--- config.mk ---
export PLATFORM = sky130hd
export DESIGN_NAME = reglk_wr_filter
export DESIGN_NICKNAME = d
export VERILOG_FILES = /design/src/rtl/reglk_wr_filter.sv
export SDC_FILE = /design/constraint.sdc
export NUM_CORES = 1
export LEC_CHECK = 0
export CORE_AREA = 2 2 311 313
export DETAILED_ROUTE_END_ITERATION = 8
export DIE_AREA = 0 0 313 315
export SLEW_MARGIN = 10
export SYNTH_ARGS = -nofsm -noshare
export SYNTH_HDL_FRONTEND = slang
export SYNTH_SLANG_ARGS = --single-unit
--- constraint.sdc ---
create_clock -name clk_i -period 2.9 [get_ports clk_i]
set_input_delay 0.29 -clock clk_i [delete_from_list [all_inputs] [get_ports clk_i]]
set_output_delay 0.29 -clock clk_i [all_outputs]
set_load 0.005 [all_outputs]
--- src/rtl/reglk_wr_filter.sv ---
// Lock-enforcing register file: serves bus reads/writes to NUM_REGS protected registers,
// dropping and counting writes whose lock bit is set. Optional macro: REGLK_JTAG_BYPASS_EN.
module reglk_wr_filter #(
    parameter int          NUM_REGS  = 16,
    parameter int          LOCK_WORD = 0,
    parameter int          ADDR_W    = 5,
    parameter logic [31:0] RESET_VAL = 32'h0
) (
    input  logic                     clk_i,
    input  logic                     rst_low,
    input  logic [31:0]              reglk_i [5:0],
    input  logic                     jtag_unlock_i,
    input  logic                     req_i,
    input  logic                     we_i,
    input  logic [ADDR_W-1:0]        addr_i,
    input  logic [31:0]              wdata_i,
    output logic                     gnt_o,
    output logic                     rvalid_o,
    output logic [31:0]              rdata_o,
    output logic                     err_o,
    output logic                     viol_irq_o,
    output logic [7:0]               viol_cnt_o,
    output logic [NUM_REGS*32-1:0]   regs_o
);

    typedef enum logic [1:0] {IDLE, CHECK, RESP} state_t;

    state_t              state_reg, state_next;
    logic                req_we_reg;
    logic [ADDR_W-1:0]   req_addr_reg;
    logic [31:0]         req_wdata_reg;
    logic [31:0]         regs_reg [NUM_REGS];
    logic [31:0]         rdata_reg;
    logic                rvalid_reg;
    logic                err_reg;
    logic                irq_reg;
    logic [7:0]          cnt_reg;

    logic                is_check;
    logic                in_range;
    logic                lock_bit;
    logic                lock_eff;
    logic                blocked;
    logic                wr_en;
    logic [31:0]         rd_val;
    logic                unused_inputs;

    // Next-state and grant
    always_comb begin
        state_next = state_reg;
        gnt_o      = 1'b0;
        case (state_reg)
            IDLE: begin
                gnt_o = req_i && rst_low;
                if (req_i) state_next = CHECK;
            end
            CHECK:   state_next = RESP;
            RESP:    state_next = IDLE;
            default: state_next = IDLE;
        endcase
    end

    // Evaluation of the captured request; the lock is sampled live in the CHECK cycle
    always_comb begin
        is_check = (state_reg == CHECK);
        in_range = 32'(req_addr_reg) < NUM_REGS;
        lock_bit = in_range && reglk_i[LOCK_WORD][req_addr_reg];
`ifdef REGLK_JTAG_BYPASS_EN
        lock_eff = lock_bit && !jtag_unlock_i;
`else
        lock_eff = lock_bit;
`endif
        blocked  = is_check && in_range && req_we_reg && lock_eff;
        wr_en    = is_check && in_range && req_we_reg && !lock_eff;
        rd_val   = '0;
        for (int k = 0; k < NUM_REGS; k++) begin
            if (req_addr_reg == ADDR_W'(k)) rd_val = regs_reg[k];
        end
    end

    // Only one lock word (and, in production builds, no debug input) feeds the logic
    always_comb begin
        unused_inputs = jtag_unlock_i;
        for (int w = 0; w < 6; w++) begin
            unused_inputs = unused_inputs ^ (^reglk_i[w]);
        end
    end

    always_ff @(posedge clk_i or negedge rst_low) begin
        if (!rst_low) begin
            state_reg     <= IDLE;
            req_we_reg    <= 1'b0;
            req_addr_reg  <= '0;
            req_wdata_reg <= '0;
            rvalid_reg    <= 1'b0;
            err_reg       <= 1'b0;
            rdata_reg     <= '0;
            irq_reg       <= 1'b0;
            cnt_reg       <= '0;
        end else begin
            state_reg <= state_next;
            if (gnt_o) begin
                req_we_reg    <= we_i;
                req_addr_reg  <= addr_i;
                req_wdata_reg <= wdata_i;
            end
            // Response fields are zero outside the RESP cycle
            rvalid_reg <= is_check;
            err_reg    <= is_check && (!in_range || blocked);
            rdata_reg  <= (is_check && in_range && !req_we_reg) ? rd_val : '0;
            irq_reg    <= blocked;
            if (blocked && cnt_reg != 8'hFF) cnt_reg <= cnt_reg + 8'd1;
        end
    end

    always_ff @(posedge clk_i or negedge rst_low) begin
        if (!rst_low) begin
            for (int k = 0; k < NUM_REGS; k++) regs_reg[k] <= RESET_VAL;
        end else if (wr_en) begin
            for (int k = 0; k < NUM_REGS; k++) begin
                if (req_addr_reg == ADDR_W'(k)) regs_reg[k] <= req_wdata_reg;
            end
        end
    end

    generate
        for (genvar gi = 0; gi < NUM_REGS; gi++) begin : g_regs_out
            assign regs_o[32*gi +: 32] = regs_reg[gi];
        end
    endgenerate

    assign rvalid_o   = rvalid_reg;
    assign err_o      = err_reg;
    assign rdata_o    = rdata_reg;
    assign viol_irq_o = irq_reg;
    assign viol_cnt_o = cnt_reg;

endmodule

==> flow_metrics.tcl <==
set metrics [dict create \
    ys_seq_area_share_pct 55.9 \
    violations "setup timing" \
    pwr-share-comb_pct 27.4 \
    drt_first_pass_iters 5 \
    multiInputGateArea_mm2 0.0110 \
    report.final.slew_viol_count 0 \
    setup_tns_ps -37.7 \
    placed_area_mm2 0.0363 \
    max-clock-path-buffers 3 \
    worst_r2r_path_depth 10 \
    clk_latency_ps 650 \
    cp-end-kind "register" \
    worst-path-buf-inv 4 \
    grt-ovfl-total 0 \
    ys.warnings.count 0 \
    fin_cells 4229 \
    relSlewSlack_pct 21.9 \
    power_frac_seq_pct 40.1 \
    critPathMaxFanout 14 \
    rrSetupSlack_ps -20 \
    fin_util_pct 40.6 \
    fmax_ghz 0.342 \
    nFillCells 9270 \
    drv_cap 0 \
    dp_hpwl_um 106000 \
    io_buffers 612 \
    p_sw_share_pct 34.7 \
    regArea_mm2 0.0149 \
    final_nets 3126 \
    path_delay_family "compound AO/OA/AOI/OAI gates" \
    ant_nets 0 \
    numCtsBuffers 71 \
    grtUsageMet2_pct 40.6 \
    whs_ps 113 \
    place_inst 4089 \
    hold_viol 0 \
    use_met1_pct 39.4 \
    die-area_mm2 0.0986 \
    syn_to_final_growth_pct 45.9 \
    clockRootBuffer "clkbuf_16" \
    postSynthNetCount 2332 \
    cpPeakStageDelay_ps 560 \
    synth_seq_cells 595 \
    clkTransAtPathRegs_ps 70 \
    synth.avg_cell_area_um2 12.7 \
    crit_path_top_delay_cell "dfrtp_4" \
    postSynthCellCount 2097 \
    status "complete, but fails checks" \
    start_util_pct 27.8 \
    p_sw_mw 10.0 \
    ys.flop_type "dfrtp_1" \
    tightest_slew_ps 1170 \
    vias 22656 \
    finalCritPeriodShare_pct 101 \
    grt.met3_usage_pct 7.73 \
    crit_chain "buf_12, buf_4, nand2b_1, buf_12, nor2_4, buf_4, a22oi_1, nand3_1, a211oi_1, nor2_1" \
    fin_area_mm2 0.0389 \
    regToRegStartpoint "req_addr_reg[1]$_DFFE_PN0P_" \
    p_int_mw 18.8 \
    async_flop_share_pct 100 \
    track_usage_pct 27.9 \
    gp_congestion 0.919 \
    yosysUniqueCellTypes 63 \
    antenna_found_initial 8 \
    drt-wirelength-per-cell_um 33.4 \
    p_per_area_mw_per_mm2 742 \
    ir_drop_uv 342 \
    fin_crit_ps 2920 \
    layout-drive-gt1-share_pct 33.0 \
    grt-busiest-layer "met2" \
    viasPerCell 5.36 \
    drcViolationCount 0 \
    setup_slack_ps -24.7 \
    grt_pass1_wl_um 191000 \
    cts_tree "yes" \
    synth_edf_count 0 \
    die_w_um 313 \
    crit_type "reg2reg" \
    setup_viol 2 \
    power_frac_clock_pct 32.6 \
    grt_max_degree 174 \
    grt_pass1_vias 22429 \
    cp.arrival_ps 3390 \
    std_cell_rows 114 \
    critPathLaunchType "register" \
    fin_skew_ps 34.0 \
    syn_area_mm2 0.0266 \
    total_leakage_power_nw 17.3 \
    core_area_mm2 0.0957 \
    wirelength_um 141000 \
    required_ps 3370 \
    largest_register_ff_count 512 \
    htreeDepth 3 \
    die-height_um 315 \
    first_iter_violations 2174 \
    clock-sinks 595 \
    hold_class "in2async" \
    r2r-end "rdata_o[31]$_DFF_PN0_" \
    pin_count 790 \
]
-- synth_stat cells, types with 20 or more instances --
| library cell | count | area share [%] |
|---|---|---|
| dfrtp_1 | 595 | 56 |
| mux2_2 | 526 | 22 |
| a21oi_1 | 103 | 1.9 |
| nor2_1 | 94 | 1.3 |
| nand2_1 | 87 | 1.2 |
| o21ai_0 | 80 | 1.5 |
| a22oi_1 | 78 | 2.2 |
| clkbuf_1 | 72 | 1.0 |
| buf_1 | 37 | 0.52 |
| buf_2 | 29 | 0.54 |
| nand3_1 | 27 | 0.51 |
| nor3_1 | 26 | 0.49 |
| mux2_1 | 23 | 0.97 |
| o22ai_1 | 23 | 0.54 |
| o221ai_1 | 21 | 0.69 |
| buf_6 | 20 | 0.85 |
-- per-layer routing --
metal	vias to the layer above	part of all wire [%]
met5	-	0.0092
met2	1215	43
met3	229	9.4
li1	9375	-
met1	11835	44
met4	2	3.9
-- power groups by stage --
stage	Clock, mW	Combinational (mW)	Sequential, mW
after floorplan	0	2.81	10.4
after global placement	0	7.79	11.6
after detailed placement	0	7.82	11.6
after CTS	9.56	7.87	11.5
after global routing	9.87	8.28	11.6
final	9.39	7.90	11.6
-- kinds of logic after synthesis --
logic type	share of synthesized area [%]
buffers and inverters	3.38
and+or+nand+nor	5.46
adders and majority gates	0.0470
AOI/OAI and AO/OA	11.1
xor gates and xnor gates	0.197
DFF	55.9
muxes	23.9
-- how the worst max path moves through the flow --
stage | startpoint | end | cells past startpoint
CTS | req_addr_reg[1]$_DFFE_PN0P_ | rdata_o[31]$_DFF_PN0_ | 10
floorplan | req_addr_reg[1]$_DFFE_PN0P_ | regs_o[331]$_DFFE_PN0P_ | 9
detailed placement | req_addr_reg[1]$_DFFE_PN0P_ | rdata_o[8]$_DFF_PN0_ | 10
global route | req_addr_reg[1]$_DFFE_PN0P_ | regs_o[45]$_DFFE_PN0P_ | 10
global placement | req_addr_reg[1]$_DFFE_PN0P_ | rdata_o[8]$_DFF_PN0_ | 10
finish | req_addr_reg[1]$_DFFE_PN0P_ | rdata_o[31]$_DFF_PN0_ | 10
-- final cells by class --
class	count	area share (%)
multi-input combinational	1325	28.4
antenna	4	0.0258
inverter	8	0.0773
clock buffer	106	5.43
tap	1276	4.11
clock inverter	25	0.840
sequential	595	38.3
timing repair buffer	890	22.8
-- what timing repair did --
| item | in CTS | in global routing |
|---|---|---|
| gates cloned | 0 | 1 |
| pin swaps | 0 | 1 |
| buffers inserted | 0 | 3 |
| gates resized for setup | 1 | 13 |
| endpoints found under the hold margin | 246 | 0 |
| hold buffers | 1 | 0 |
| endpoints found under the setup margin | 2 | 35 |
-- cells in the final DEF, fill, tap and decap left out, drive strengths merged, types with 14 or more instances in the layout --
master         instances
buf                  277
nor2                 104
dfrtp                595
clkdlybuf4s50        611
clkbuf               107
a21oi                103
a21o                  16
nor3                  26
mux2                 549
o221ai                21
nor2b                 14
o21ai                 80
a22oi                 78
a221oi                19
nand2                 87
nand3                 27
o22ai                 23
-- through the flow --
step                power [mW]  setup WS [ps]
floorplan                 13.2            467
global placement          19.4           -126
detailed placement        19.4          -93.0
CTS                       28.9           28.8
global route              29.8          -2.54
finish                    28.8          -24.7
(Power assumes the default switching activity.)
